`src/rtl/hd44780_pkg.sv`:
```
// Shared types and constants for the HD44780 LCD interface blocks.
// Holds the bus-writer state enum, command byte constants, default timing
// (in cycles of the 500 kHz divided clock) and the long-execution classifier.
package hd44780_pkg;

  localparam int unsigned CLOCK_FREQ = 500000;

  // Default timing in clock cycles (2 us each at CLOCK_FREQ).
  localparam int unsigned T_SETUP_DEF     = 1;
  localparam int unsigned T_PULSE_DEF     = 1;
  localparam int unsigned T_HOLD_DEF      = 1;
  localparam int unsigned T_EXEC_DEF      = 19;   // 37 us
  localparam int unsigned T_EXEC_LONG_DEF = 760;  // 1.52 ms

  localparam logic [7:0] CMD_CLEAR = 8'h01;
  localparam logic [7:0] CMD_HOME  = 8'h02;

  typedef enum logic [2:0] {
    IDLE,
    SETUP,
    PULSE,
    HOLD,
    WAIT
  } state_e;

  // Clear Display (0x01) and Return Home (0x02/0x03, bit 0 is don't-care)
  // need the long execution wait; data writes never do.
  function automatic logic is_long_cmd(input logic rs, input logic [7:0] b);
    return !rs && ((b == CMD_CLEAR) || (b == CMD_HOME) ||
                   (b == (CMD_HOME | CMD_CLEAR)));
  endfunction

endpackage

```
`src/rtl/hd44780_delay_counter.sv`:
```
// Loadable down-counter used to time each bus phase.
// Ports:
//   clock      - rising-edge clock
//   reset      - asynchronous active-high reset, clears the count
//   load       - load load_value on the next edge (wins over counting)
//   load_value - value to load
//   zero       - count is 0 (combinational from the count register)
// The count stops at 0 and never wraps.
module hd44780_delay_counter #(
  parameter int unsigned W = 10
) (
  input  logic         clock,
  input  logic         reset,
  input  logic         load,
  input  logic [W-1:0] load_value,
  output logic         zero
);

  logic [W-1:0] count_q;

  always_ff @(posedge clock or posedge reset) begin
    if (reset) begin
      count_q <= '0;
    end else if (load) begin
      count_q <= load_value;
    end else if (count_q != '0) begin
      count_q <= count_q - W'(1);
    end
  end

  assign zero = (count_q == '0);

endmodule

```
`src/rtl/hd44780_bus_writer.sv`:
```
// Physical-bus stage for an HD44780 LCD in 8-bit mode.
// Takes one instruction/data byte per valid/ready handshake, drives rs/db,
// strobes e with setup, pulse and hold timing, then waits out the LCD's
// execution time (no busy-flag polling) before accepting the next byte.
// Ports:
//   clock, reset        - divided clock; asynchronous active-high reset
//   in_valid/in_ready   - upstream handshake
//   in_rs, in_data      - register select and byte to write
//   done                - one-cycle pulse when a write and its exec wait end
//   rs, rw, e, db       - LCD pins (rw tied low, writes only)
module hd44780_bus_writer
  import hd44780_pkg::*;
#(
  parameter int unsigned T_SETUP     = T_SETUP_DEF,
  parameter int unsigned T_PULSE     = T_PULSE_DEF,
  parameter int unsigned T_HOLD      = T_HOLD_DEF,
  parameter int unsigned T_EXEC      = T_EXEC_DEF,
  parameter int unsigned T_EXEC_LONG = T_EXEC_LONG_DEF
) (
  input  logic       clock,
  input  logic       reset,
  input  logic       in_valid,
  output logic       in_ready,
  input  logic       in_rs,
  input  logic [7:0] in_data,
  output logic       done,
  output logic       rs,
  output logic       rw,
  output logic       e,
  output logic [7:0] db
);

  localparam int unsigned CNT_W = $clog2(T_EXEC_LONG + 1);

  state_e     state_q, state_d;
  logic       rs_q, rs_d;
  logic [7:0] db_q, db_d;
  logic       e_q, e_d;
  logic       in_ready_q, in_ready_d;
  logic       done_q, done_d;

  logic             cnt_load_c;
  logic [CNT_W-1:0] cnt_value_c;
  logic             cnt_zero_c;

  hd44780_delay_counter #(
    .W (CNT_W)
  ) u_delay (
    .clock      (clock),
    .reset      (reset),
    .load       (cnt_load_c),
    .load_value (cnt_value_c),
    .zero       (cnt_zero_c)
  );

  // State and output registers.
  always_ff @(posedge clock or posedge reset) begin
    if (reset) begin
      state_q    <= IDLE;
      rs_q       <= 1'b0;
      db_q       <= 8'h00;
      e_q        <= 1'b0;
      in_ready_q <= 1'b0;
      done_q     <= 1'b0;
    end else begin
      state_q    <= state_d;
      rs_q       <= rs_d;
      db_q       <= db_d;
      e_q        <= e_d;
      in_ready_q <= in_ready_d;
      done_q     <= done_d;
    end
  end

  // Next-state and next-output logic; each phase loads its length minus one.
  always_comb begin
    state_d     = state_q;
    rs_d        = rs_q;
    db_d        = db_q;
    e_d         = e_q;
    in_ready_d  = in_ready_q;
    done_d      = 1'b0;
    cnt_load_c  = 1'b0;
    cnt_value_c = '0;

    case (state_q)
      IDLE: begin
        e_d        = 1'b0;
        in_ready_d = 1'b1;
        if (in_valid && in_ready_q) begin
          rs_d        = in_rs;
          db_d        = in_data;
          in_ready_d  = 1'b0;
          cnt_load_c  = 1'b1;
          cnt_value_c = CNT_W'(T_SETUP - 1);
          state_d     = SETUP;
        end
      end
      SETUP: begin
        if (cnt_zero_c) begin
          e_d         = 1'b1;
          cnt_load_c  = 1'b1;
          cnt_value_c = CNT_W'(T_PULSE - 1);
          state_d     = PULSE;
        end
      end
      PULSE: begin
        if (cnt_zero_c) begin
          e_d         = 1'b0;
          cnt_load_c  = 1'b1;
          cnt_value_c = CNT_W'(T_HOLD - 1);
          state_d     = HOLD;
        end
      end
      HOLD: begin
        if (cnt_zero_c) begin
          cnt_load_c  = 1'b1;
          cnt_value_c = is_long_cmd(rs_q, db_q) ? CNT_W'(T_EXEC_LONG - 1)
                                                : CNT_W'(T_EXEC - 1);
          state_d     = WAIT;
        end
      end
      WAIT: begin
        if (cnt_zero_c) begin
          in_ready_d = 1'b1;
          done_d     = 1'b1;
          state_d    = IDLE;
        end
      end
      default: begin
        e_d     = 1'b0;
        state_d = IDLE;
      end
    endcase
  end

  assign in_ready = in_ready_q;
  assign done     = done_q;
  assign rs       = rs_q;
  assign rw       = 1'b0;
  assign e        = e_q;
  assign db       = db_q;

endmodule

```
`config.mk`:
```
export PLATFORM = sky130hd
export DESIGN_NAME = hd44780_bus_writer
export DESIGN_NICKNAME = d
export VERILOG_FILES = /design/src/rtl/hd44780_pkg.sv /design/src/rtl/hd44780_delay_counter.sv /design/src/rtl/hd44780_bus_writer.sv
export SDC_FILE = /design/constraint.sdc
export NUM_CORES = 1
export LEC_CHECK = 0
export BUFFER_PORTS_ARGS = -buffer_cell sky130_fd_sc_hd__buf_2
export CORE_MARGIN = 10
export CORE_UTILIZATION = 50
export CTS_CLUSTER_SIZE = 25
export DETAILED_ROUTE_END_ITERATION = 6
export GPL_TIMING_DRIVEN = 0
export PLACE_DENSITY = 0.73
export SETUP_SLACK_MARGIN = 0.05
export SKIP_CTS_REPAIR_TIMING = 1
export SYNTH_ARGS = -nofsm -noshare
export SYNTH_HDL_FRONTEND = slang
export SYNTH_HIERARCHICAL = 1
export SYNTH_SLANG_ARGS = --single-unit
```
`constraint.sdc`:
```
create_clock -name clock -period 3.4 [get_ports clock]
set_input_delay 0.68 -clock clock [delete_from_list [all_inputs] [get_ports clock]]
set_output_delay 0.68 -clock clock [all_outputs]
set_load 0.05 [all_outputs]
```
# Word level (Yosys, flattened, before mapping)
# Index checks and enable logic that the tools add are counted.
[word_totals]
ff_bits = 25
inputBits = 12
output_inout_bits = 13
wordCells = 57
[op_classes]
n_addsub = 1
eq_ne = 12
muxes = 20
bitwise_logic = 1
reduce_logical = 16
[ops]
columns = ["operator", "count"]
rows = [
  ["2-to-1 mux 10 bit", 5],
  ["equality test 8 x 2 -> 1 bit, second input constant", 2],
  ["2-to-1 mux 3 bit", 5],
  ["case mux 3 bit (5 select lines)", 1],
  ["logical NOT 10 bit", 1],
  ["!= test 2 bit, second input constant", 5],
  ["nonzero test 10 bit", 1],
  ["subtractor 10 x 1 -> 10 bit, second input constant", 1],
  ["equality test 8 x 1 -> 1 bit, second input constant", 1],
  ["equality test 3 x 2 -> 1 bit, second input constant", 2],
  ["2-to-1 mux 1 bit", 6],
  ["AND reduction 5 bit", 1],
  ["case mux 1 bit (2 select lines)", 2],
  ["AND reduction 2 bit", 2],
  ["nonzero test 2 bit", 2],
  ["equality test 3 x 1 -> 1 bit, second input constant", 1],
  ["equality test 3 bit, second input constant", 1],
  ["logical NOT 3 bit", 1],
  ["case mux 1 bit (3 select lines)", 1],
  ["AND reduction 3 bit", 1],
  ["OR reduction 3 bit", 1],
  ["logical AND 1 bit", 2],
  ["logical OR 1 bit", 2],
  ["OR reduction 2 bit", 1],
  ["other kinds (2)", 2],
]

# Longest topological paths before layout
# Gate-level depths: netlist (run 1).
[depth]
depth_word = 8
depth_mapped = 12
ltp_nobuf = 10

# Modules after synthesis
# The synthesis (run 1) kept the hierarchy.
[by_module_without_submodules]
columns = ["mod", "n_inst", "cells_each", "area_each_um2", "seq_area_each_um2"]
rows = [
  ["hd44780_bus_writer", 1, 55, 706.9, 375.4],
  ["hd44780_delay_counter", 1, 76, 693.2, 250.2],
]

# Worst setup path before layout (run 1)
# No wires, ideal clock.
[synth_path]
path_type = "reg2reg"
startpoint = "register u_delay.count_q[0]"
endpoint = "register u_delay.count_q[7]"
setup_ns = 0.094
arrival_time_ns = 2.604
required_ns = 3.306
setup_slack_ns = 0.702
stages_incl_launch_ff = 12
n_path_buf = 1
synth_period_minus_slack_ns = 2.698
path_cell_list = "dfrtp_1 > inv_1 > ha_1 > or4b_1 > clkbuf_1 > nor3_2 > nand2_1 > nor3b_2 > o2111a_1 > nand2b_1 > o41ai_1 > a211oi_1"
[synth_via]
elab_chain_len = 4
word_cells_on_any_way = 10
classes_between = "1 x add/sub; 6 x mux; 3 x reduce/logical"
[synth_lines]
columns = ["item", "line", "source"]
rows = [
  ["start, declared", "hd44780_delay_counter.sv:19", "logic [W-1:0] count_q;"],
  ["start signal, assigned", "hd44780_delay_counter.sv:25", "count_q <= load_value;"],
  ["start signal, assigned", "hd44780_delay_counter.sv:27", "count_q <= count_q - W'(1);"],
  ["logical NOT 10 bit *", "hd44780_delay_counter.sv:31", "assign zero = (count_q == '0);"],
  ["named net cnt_zero_c", "hd44780_bus_writer.sv:44", "logic cnt_zero_c;"],
  ["2-to-1 mux 1 bit / 2-to-1 mux 10 bit (equally long branches)", "hd44780_bus_writer.sv:100, hd44780_bus_writer.sv:108, hd44780_bus_writer.sv:116", ""],
  ["case mux 1 bit (2 select lines) / 2-to-1 mux 10 bit (equally long branches)", "--", ""],
  ["2-to-1 mux 10 bit / nonzero test 2 bit (equally long branches)", "--", ""],
]
# The timed path passes the listed nets; every way through them passes the cells marked *. The select of a mux whose other input is x is not followed.
# A chain may end at the register's enable or synchronous reset.

# Worst setup path in the final report (run 1)
# Ends and elaborated chain as after synthesis.

==> reports/qor.csv, run 1 <==
stage;metric;value;unit
status;status;completed;
placement;dp_hpwl;2.286;mm
synthesis;synth_seq_area_share;44.68;%
worst_setup_path;arrival;3390;ps
final_layout;n_fill_cell;228;
routing;routed_wl;3.175;mm
min_path;hp-class;in2async;
routing;wl_per_cell;16.45;µm
sta;final.setup.tns;0;ps
placement;portBuffers;23;
power_and_ir_drop;power.density;916.0;nW/µm²
die;dieArea;5317;µm²
clock_tree;cts_buffers;3;
grt;grt_pass1_wl;5.119;mm
synthesis;ys.flop_type;dfrtp_1;
sta;rsz0062_at_grt;no;
routing;drt_iter0_drc;129;
sta;period_share;92.71;%
worst_setup_path;endpoint;u_delay/count_q[7];
worst_setup_path;crit_path_max_incr_delay;440;ps
die;die_y;72.92;µm
synthesis;yosys_warnings;6;
die;die_x;72.92;µm
final_layout;nets;176;
worst_setup_path;r2r_end;u_delay/count_q[7];
routing;ant_nets;0;
routing;vias;1144;
die;io-pin-count;25;
worst_setup_path;crit_chain;inv_1 > ha_1 > or4b_1 > clkbuf_1 > nor3_4 > nand2_1 > nor3b_4 > o2111a_1 > nand2b_1 > o41ai_1 > a211oi_1;
final_layout;diodes;0;
clock_tree;insertion_delay;320;ps
placement;gp_congestion;0.7948;
sta;finalHoldViolations;0;
grt;grt_max_degree;16;
synthesis;ys_ff_latch;25;
die;start_util;51.66;%
synthesis;async_flop_share;100.0;%
power_and_ir_drop;p_leak;0.7179;nW
run;cap_viol_max_count;0;
power_and_ir_drop;vdd_drop_max;0.0006434;V
routing;vias_per_cell;5.927;
worst_setup_path;r2r_start;u_delay/count_q[0];
power_and_ir_drop;total_power;1.481;mW
worst_setup_path;crit_fanout;7;
worst_setup_path;critPathLaunchType;flop;
worst_setup_path;end_kind;flop;
synthesis;ys_types;51;
die;rows;19;
worst_setup_path;worstRegToRegCells;11;
sta;tightest_slew;842.9;ps
routing;drcViolationCount;0;
clock_tree;cts-root-buf;clkbuf_4;
final_layout;drive_gt1_share;32.72;%
grt;grtUsageTotal;11.88;%
worst_setup_path;worstPathRequired;3630;ps
routing;dr.pass1.iters;4;
sta;slew_headroom;43.01;%
clock_tree;cts_max_path_buffers;2;
synthesis;syn_area_per_cell;10.69;µm²
final_layout;post-route-cell-area;1617;µm²
grt;antenna_found_initial;0;
die;fp.coreArea;2710;µm²
sta;whs;336.2;ps
final_layout;final_cell_mix;dfrtp_1 (25), buf_2 (25), mux2_4 (9);
worst_setup_path;worstSetupPathType;reg2reg;
clock_tree;cts_tree;built;
sta;layout_min_cycle_time;3152;ps
synthesis;synthCells;131;
worst_setup_path;ff2ff_setup_slack;250;ps
clock_tree;htreeDepth;1;
final_layout;area_growth;15.46;%
synthesis;synth_enable_flop_cells;0;
sta;fmax;317.3;MHz
sta;finalMaxSlewViolations;0;
sta;setup_viol;0;
worst_setup_path;cp_slowest_cell;dfrtp_1;
sta;skew;15.78;ps
placement;place_area;1562;µm²
grt;grt_pass1_vias;1133;
grt;grt-ovfl-total;0;
synthesis;synth_area;1400;µm²
clock_tree;cts.sinks;25;
worst_setup_path;crit_start;u_delay/count_q[0];
clock_tree;clkTransAtPathRegs;140;ps
[how the worst min path moves through the flow]
stage	start	slack (ps)	endpoint
after floorplan	reset	520	u_delay/count_q[0]
after global placement	in_ready	520	in_ready
after detailed placement	in_ready	530	in_ready
after CTS	reset	350	u_delay/count_q[9]
after global routing	reset	370	u_delay/count_q[1]
final	reset	340	u_delay/count_q[1]
[sequential cells by signal, indices dropped and copies added, names as in the netlist]
name,flops
state_q,3
in_ready,1
u_delay/count_q,10
rs,1
db,8
e,1
done,1
[synth_stat cells (2+ instances only)]
cell / instances / share of area, %
o41ai_1: 2 / 1.3
nor3_1: 3 / 1.1
nand2_1: 5 / 1.3
o31ai_1: 4 / 2.1
nor4_1: 6 / 2.7
clkbuf_1: 6 / 1.6
mux2_4: 9 / 9.7
buf_6: 3 / 2.4
nor2_1: 8 / 2.1
o21ai_0: 2 / 0.71
xnor2_1: 2 / 1.3
inv_1: 8 / 2.1
a31oi_1: 4 / 1.8
nand3_1: 2 / 0.71
a21oi_1: 3 / 1.1
nor4b_1: 2 / 1.3
nand2b_1: 3 / 1.3
dfrtp_1: 25 / 45
buf_2: 2 / 0.71
[power by group]
group / leakage [nW] / internal, mW / total (mW) / switching [mW]
Clock: 0.0150 / 0.0458 / 0.131 / 0.0853
Sequential: 0.303 / 0.429 / 0.549 / 0.121
Combinational: 0.400 / 0.309 / 0.800 / 0.491
Total: 0.718 / 0.784 / 1.48 / 0.697
[critical path, delay by kind of cell, from the launching register on]
family | cells | cell delay (ps)
buf+inv | 2 | 310
simple gates | 5 | 1390
fa+ha+maj | 1 | 230
flops | 1 | 440
compound gates | 3 | 690
[area by class of cell]
type	instances	area, µm²	area share, %
multi-input combinational	88	690.7	42.72
clock buffer	4	26.28	1.625
sequential	25	625.6	38.70
inverter	8	30.03	1.858
tap	31	38.79	2.399
timing repair buffer	25	130.1	8.050
buffer	12	75.07	4.644
[logic make-up (layout without fill, tap and decap cells)]
logic type / Yosys count / in the layout / synth area share (%)
compound gates: 29 / 29 / 16.18
xor+xnor: 3 / 3 / 1.877
fa+ha+maj: 1 / 1 / 0.8935
buf+inv: 20 / 49 / 7.417
flops: 25 / 25 / 44.68
mux: 9 / 9 / 9.652
other cells: 1 / 3 / 0.2678
simple gates: 43 / 43 / 19.04
[per-stage QoR]
step,utilization [%],worst slack [ps],cells
finish,59.65,248.0,193
CTS,58.59,92.75,191
floorplan,-,702.2,133
detailed placement,57.62,120.8,187
global route,59.65,23.02,193
global placement,57.62,138.2,187
[layer usage]
| metal | track usage, % | share of wire, % | up-vias |
|---|---|---|---|
| met4 | 4.008 | 0.79 | 0 |
| met5 | 0 | 0 | - |
| met1 | 14.99 | 46 | 560 |
| met2 | 18.69 | 48 | 36 |
| li1 | - | - | 546 |
| met3 | 3.673 | 5.6 | 2 |
(Power assumes the default switching activity.)
==> run 2: changes to the inputs <==
--- a/config.mk
+++ b/config.mk
@@ -12,6 +12,7 @@
 export DETAILED_ROUTE_END_ITERATION = 6
 export GPL_TIMING_DRIVEN = 0
 export PLACE_DENSITY = 0.73
+export REMOVE_ABC_BUFFERS = 1
 export SETUP_SLACK_MARGIN = 0.05
 export SKIP_CTS_REPAIR_TIMING = 1
 export SYNTH_ARGS = -nofsm -noshare
==> reports/qor.csv, run 2 (same netlist as run 1, synthesis figures left out) <==
stage;metric;value;unit
grt;grtUsageTotal;11.34;%
die;die_y;72.92;µm
worst_setup_path;r2r_end;u_delay/count_q[7];
final_layout;multi_input_area;699.4;µm²
final_layout;drive_gt1_share;32.00;%
run;cap_viol_max_count;0;
grt;grt_pass1_vias;1137;
power_and_ir_drop;vdd_drop_max;0.0006721;V
routing;drcViolationCount;0;
min_path;hp-class;in2async;
sta;slew_headroom;43.07;%
placement;place_ws;-116.8;ps
clock_tree;insertion_delay;320;ps
sta;finalMaxSlewViolations;0;
sta;final.setup.tns;0;ps
grt;grt-ovfl-total;0;
worst_setup_path;worstRegToRegCells;10;
clock_tree;cts.sinks;25;
worst_setup_path;worstSetupPathType;reg2reg;
routing;vias;1080;
worst_setup_path;path_delay_family;simple AND/OR/NAND/NOR gates;
clock_tree;clkTransAtPathRegs;130;ps
die;rows;19;
die;die_x;72.92;µm
sta;rsz0062_at_grt;no;
final_layout;area_growth;10.72;%
worst_setup_path;critPathLaunchType;flop;
clock_tree;cts_max_path_buffers;2;
worst_setup_path;end_kind;flop;
sta;finalHoldViolations;0;
clock_tree;cts_tree;built;
sta;skew;4.434;ps
final_layout;final_cell_mix;dfrtp_1 (25), buf_2 (23), mux2_4 (9);
sta;whs;332.9;ps
status;status;completed;
clock_tree;cts-root-buf;clkbuf_4;
sta;setup_viol;0;
power_and_ir_drop;total_power;1.421;mW
placement;gp_congestion;0.7929;
final_layout;final_common_cell;dfrtp_1;
grt;grt_pass1_wl;4.947;mm
die;start_util;51.66;%
worst_setup_path;r2r_start;u_delay/count_q[0];
clock_tree;cts_buffers;3;
final_layout;top_register;u_delay/count_q;
sta;layout_min_cycle_time;3151;ps
worst_setup_path;arrival;3380;ps
final_layout;diodes;0;
routing;drt_iter0_drc;56;
worst_setup_path;cp_slowest_cell;or4b_1;
placement;dp_hpwl;2.208;mm
routing;wl_per_cell;16.94;µm
die;dieArea;5317;µm²
worst_setup_path;crit_path_max_incr_delay;630;ps
power_and_ir_drop;power.density;916.4;nW/µm²
routing;routed_wl;3.066;mm
clock_tree;htreeDepth;1;
grt;grt_max_degree;18;
routing;ant_nets;0;
worst_setup_path;worstPathRequired;3630;ps
worst_setup_path;crit_chain;inv_1 > ha_1 > or4b_1 > nor3_4 > nand2_1 > nor3b_2 > o2111a_2 > nand2b_1 > o41ai_1 > a211oi_1;
placement;portBuffers;23;
routing;vias_per_cell;5.967;
routing;dr.pass1.iters;4;
sta;tightest_slew;842.1;ps
final_layout;nets;164;
worst_setup_path;crit_fanout;7;
die;io-pin-count;25;
sta;fmax;317.4;MHz
worst_setup_path;ff2ff_setup_slack;250;ps
grt;antenna_found_initial;0;
power_and_ir_drop;p_leak;0.6741;nW
final_layout;regArea;625.6;µm²
die;fp.coreArea;2710;µm²
final_layout;largest_register_ffs;10;
worst_setup_path;cp_num_buf_inv;1;
sta;fin_ws;249.4;ps
final_layout;n_fill_cell;243;
sta;period_share;92.66;%
[run 2: cell type report]
class / instances / area share [%]
flip-flops and latches: 25 / 40.36
multi-input cells: 88 / 45.12
repair buffers: 25 / 8.394
well taps: 31 / 2.502
inverters: 8 / 1.937
clock buffers: 4 / 1.695
[run 2: worst max-delay path by stage]
| stage | endpoint | start | cells after the start |
|---|---|---|---|
| 2_1_floorplan | u_delay/count_q[9] | u_delay/count_q[0] | 8 |
| 3_3_place_gp | u_delay/count_q[9] | u_delay/count_q[0] | 8 |
| 3_5_place_dp | u_delay/count_q[9] | u_delay/count_q[0] | 8 |
| 4_1_cts | u_delay/count_q[9] | u_delay/count_q[0] | 8 |
| 5_1_grt | u_delay/count_q[7] | u_delay/count_q[0] | 10 |
| 6_report | u_delay/count_q[7] | u_delay/count_q[0] | 10 |
[run 2: power by group]
group / internal (mW) / total (mW) / switching [mW]
sequential: 0.428 / 0.600 / 0.173
combinational: 0.269 / 0.687 / 0.418
clock: 0.0459 / 0.133 / 0.0871
total: 0.743 / 1.42 / 0.678
[run 2: metal layers]
layer | wire length (µm) | part of all wire, % | vias up | GRT usage [%]
met5 | 0 | 0 | - | 0
met4 | 32 | 1.0 | 0 | 4.430
met3 | 114 | 3.7 | 4 | 2.449
met2 | 1489 | 49 | 24 | 18.30
met1 | 1429 | 47 | 528 | 14.33
li1 | - | - | 524 | -
[run 2: worst reg2reg max path: cells and delay by family (launching register included)]
kind	cells	cell delay (ps)
flops	1	440
buf+inv	1	90
fa+ha+maj	1	230
compound gates	3	680
simple gates	5	1620
[run 2: through the flow]
| step | std cells | instance area [µm²] | util [%] |
|---|---|---|---|
| after floorplan | 121 | 1334 | - |
| after global placement | 175 | 1488 | 54.89 |
| after detailed placement | 175 | 1488 | 54.89 |
| after CTS | 179 | 1514 | 55.86 |
| after global routing | 181 | 1550 | 57.20 |
| final | 181 | 1550 | 57.20 |
==> run 3: changes to the inputs <==
--- a/config.mk
+++ b/config.mk
@@ -7,11 +7,10 @@
 export LEC_CHECK = 0
 export BUFFER_PORTS_ARGS = -buffer_cell sky130_fd_sc_hd__buf_2
 export CORE_MARGIN = 10
-export CORE_UTILIZATION = 50
+export CORE_UTILIZATION = 54
 export CTS_CLUSTER_SIZE = 25
 export DETAILED_ROUTE_END_ITERATION = 6
-export GPL_TIMING_DRIVEN = 0
-export PLACE_DENSITY = 0.73
+export PLACE_DENSITY = 0.78
 export REMOVE_ABC_BUFFERS = 1
 export SETUP_SLACK_MARGIN = 0.05
 export SKIP_CTS_REPAIR_TIMING = 1
==> reports/qor.csv, run 3 (same netlist as run 1, synthesis figures left out) <==
stage;metric;value;unit
final_layout;top_register;u_delay/count_q;
worst_setup_path;worstRegToRegCells;11;
die;rows;18;
clock_tree;cts_buffers;3;
sta;finalMaxSlewViolations;0;
power_and_ir_drop;seq_power_share;42.5;%
routing;vias;1094;
final_layout;final_cell_mix;dfrtp_1 (25), buf_2 (23), mux2_4 (9);
placement;place_inst;176;
min_path;hp-class;in2async;
sta;final.setup.tns;0;ps
clock_tree;cts.sinks;25;
sta;setup_viol;0;
final_layout;final-instance-count-excl-fill;180;
final_layout;nets;164;
clock_tree;cts_max_path_buffers;2;
power_and_ir_drop;p_sw;0.6662;mW
clock_tree;htreeDepth;1;
worst_setup_path;ff2ff_setup_slack;380;ps
placement;dp_hpwl;2.138;mm
die;io-pin-count;25;
power_and_ir_drop;vdd_drop_max;0.0006878;V
sta;slew_headroom;41.36;%
sta;fmax;331.2;MHz
grt;grtUsageTotal;11.55;%
final_layout;area_growth;9.116;%
power_and_ir_drop;p_clk_share;9.2;%
die;die_y;70.92;µm
status;status;completed;
die;fp.coreArea;2477;µm²
clock_tree;insertion_delay;310;ps
grt;antenna_found_initial;0;
power_and_ir_drop;switching_share;47.29;%
run;cap_viol_max_count;0;
sta;whs;333.7;ps
final_layout;largest_register_ffs;10;
sta;tightest_slew;867.4;ps
sta;layout_min_cycle_time;3020;ps
die;dieArea;5030;µm²
worst_setup_path;worstPathRequired;3620;ps
power_and_ir_drop;p_int;0.7427;mW
sta;finalHoldViolations;0;
power_and_ir_drop;total_power;1.409;mW
die;start_util;56.52;%
final_layout;diodes;0;
die;die_x;70.92;µm
final_layout;final_common_cell;dfrtp_1;
worst_setup_path;r2r_end;u_delay/count_q[7];
grt;grt-ovfl-total;0;
routing;drcViolationCount;0;
routing;wl_per_cell;15.80;µm
worst_setup_path;end_kind;flop;
grt;grt_pass1_vias;1123;
worst_setup_path;r2r_start;u_delay/count_q[0];
power_and_ir_drop;power.density;922.3;nW/µm²
routing;vias_per_cell;6.078;
placement;place_area;1501;µm²
clock_tree;cts-root-buf;clkbuf_4;
routing;ant_nets;0;
sta;period_share;88.81;%
worst_setup_path;worstSetupPathType;reg2reg;
final_layout;n_fill_cell;221;
routing;dr.pass1.iters;4;
sta;rsz0062_at_grt;no;
worst_setup_path;crit_fanout;8;
placement;gp_congestion;0.8091;
grt;grt_max_degree;18;
final_layout;drive_gt1_share;30.67;%
clock_tree;clkTransAtPathRegs;130;ps
sta;skew;4.961;ps
final_layout;post-route-cell-area;1528;µm²
worst_setup_path;arrival;3240;ps
routing;routed_wl;2.844;mm
power_and_ir_drop;p_leak;0.6700;nW
worst_setup_path;critPathLaunchType;flop;
grt;grt_pass1_wl;5.016;mm
placement;portBuffers;23;
clock_tree;cts_tree;built;
routing;drt_iter0_drc;70;
power_and_ir_drop;pwr-share-comb;48.3;%
[run 3: cell count changes in the layout (fill, tap and decap cells not counted)]
cell,change
nor3_2,+1
o22ai_4,-1
o2111a_1,+1
o2111a_2,-1
nor3_4,-1
o22ai_1,+1
[run 3: cell type report]
| type | instances | area, µm² | share of cell area [%] |
|---|---|---|---|
| multi-input combinational | 88 | 678.2 | 44.39 |
| sequential | 25 | 625.6 | 40.95 |
| timing repair buffer | 25 | 130.1 | 8.518 |
| tap | 30 | 37.54 | 2.457 |
| inverter | 8 | 30.03 | 1.966 |
| clock buffer | 4 | 26.28 | 1.720 |
[run 3: worst max-delay path, cell delays in order, from the launching register on]
cell,delay [ps]
dfrtp_1,430
inv_1,90
ha_1,240
or4b_1,610
nor3_2,150
buf_4,170
nand2_1,100
nor3b_2,340
o2111a_1,370
nand2b_1,130
o41ai_1,60
a211oi_1,240
[run 3: layer usage]
metal	wire length (µm)	GRT usage (%)	vias up
li1	-	-	512
met1	1338	14.92	531
met2	1280	18.00	49
met3	205	3.068	2
met4	20	4.086	0
met5	0	0	-
[run 3: how the worst max path moves through the flow]
stage                                   from                  to  slack, ps  depth (start not counted)
after global routing      u_delay/count_q[0]  u_delay/count_q[7]        160                         11
final                     u_delay/count_q[0]  u_delay/count_q[7]        380                         11
after floorplan           u_delay/count_q[0]  u_delay/count_q[9]        480                          8
after CTS                 u_delay/count_q[0]  u_delay/count_q[7]        390                         11
after global placement    u_delay/count_q[0]  u_delay/count_q[7]        650                         11
after detailed placement  u_delay/count_q[0]  u_delay/count_q[7]        420                         11
[run 3: power by group through the flow]
| stage | clock network [mW] | registers (mW) | logic [mW] |
|---|---|---|---|
| floorplan | 0 | 0.773 | 0.339 |
| finish | 0.130 | 0.598 | 0.681 |
| detailed placement | 0 | 0.602 | 0.683 |
| global route | 0.149 | 0.628 | 0.734 |
| global placement | 0 | 0.589 | 0.680 |
| CTS | 0.135 | 0.596 | 0.686 |
[run 3: per-stage QoR]
| step | utilization [%] | setup slack (ps) |
|---|---|---|
| 6_report | 61.67 | 380.4 |
| 5_1_grt | 61.67 | 163.3 |
| 4_1_cts | 61.67 | 385.7 |
| 3_5_place_dp | 60.61 | 422.5 |
| 3_3_place_gp | 60.61 | 649.1 |
| 2_1_floorplan | - | 477.4 |
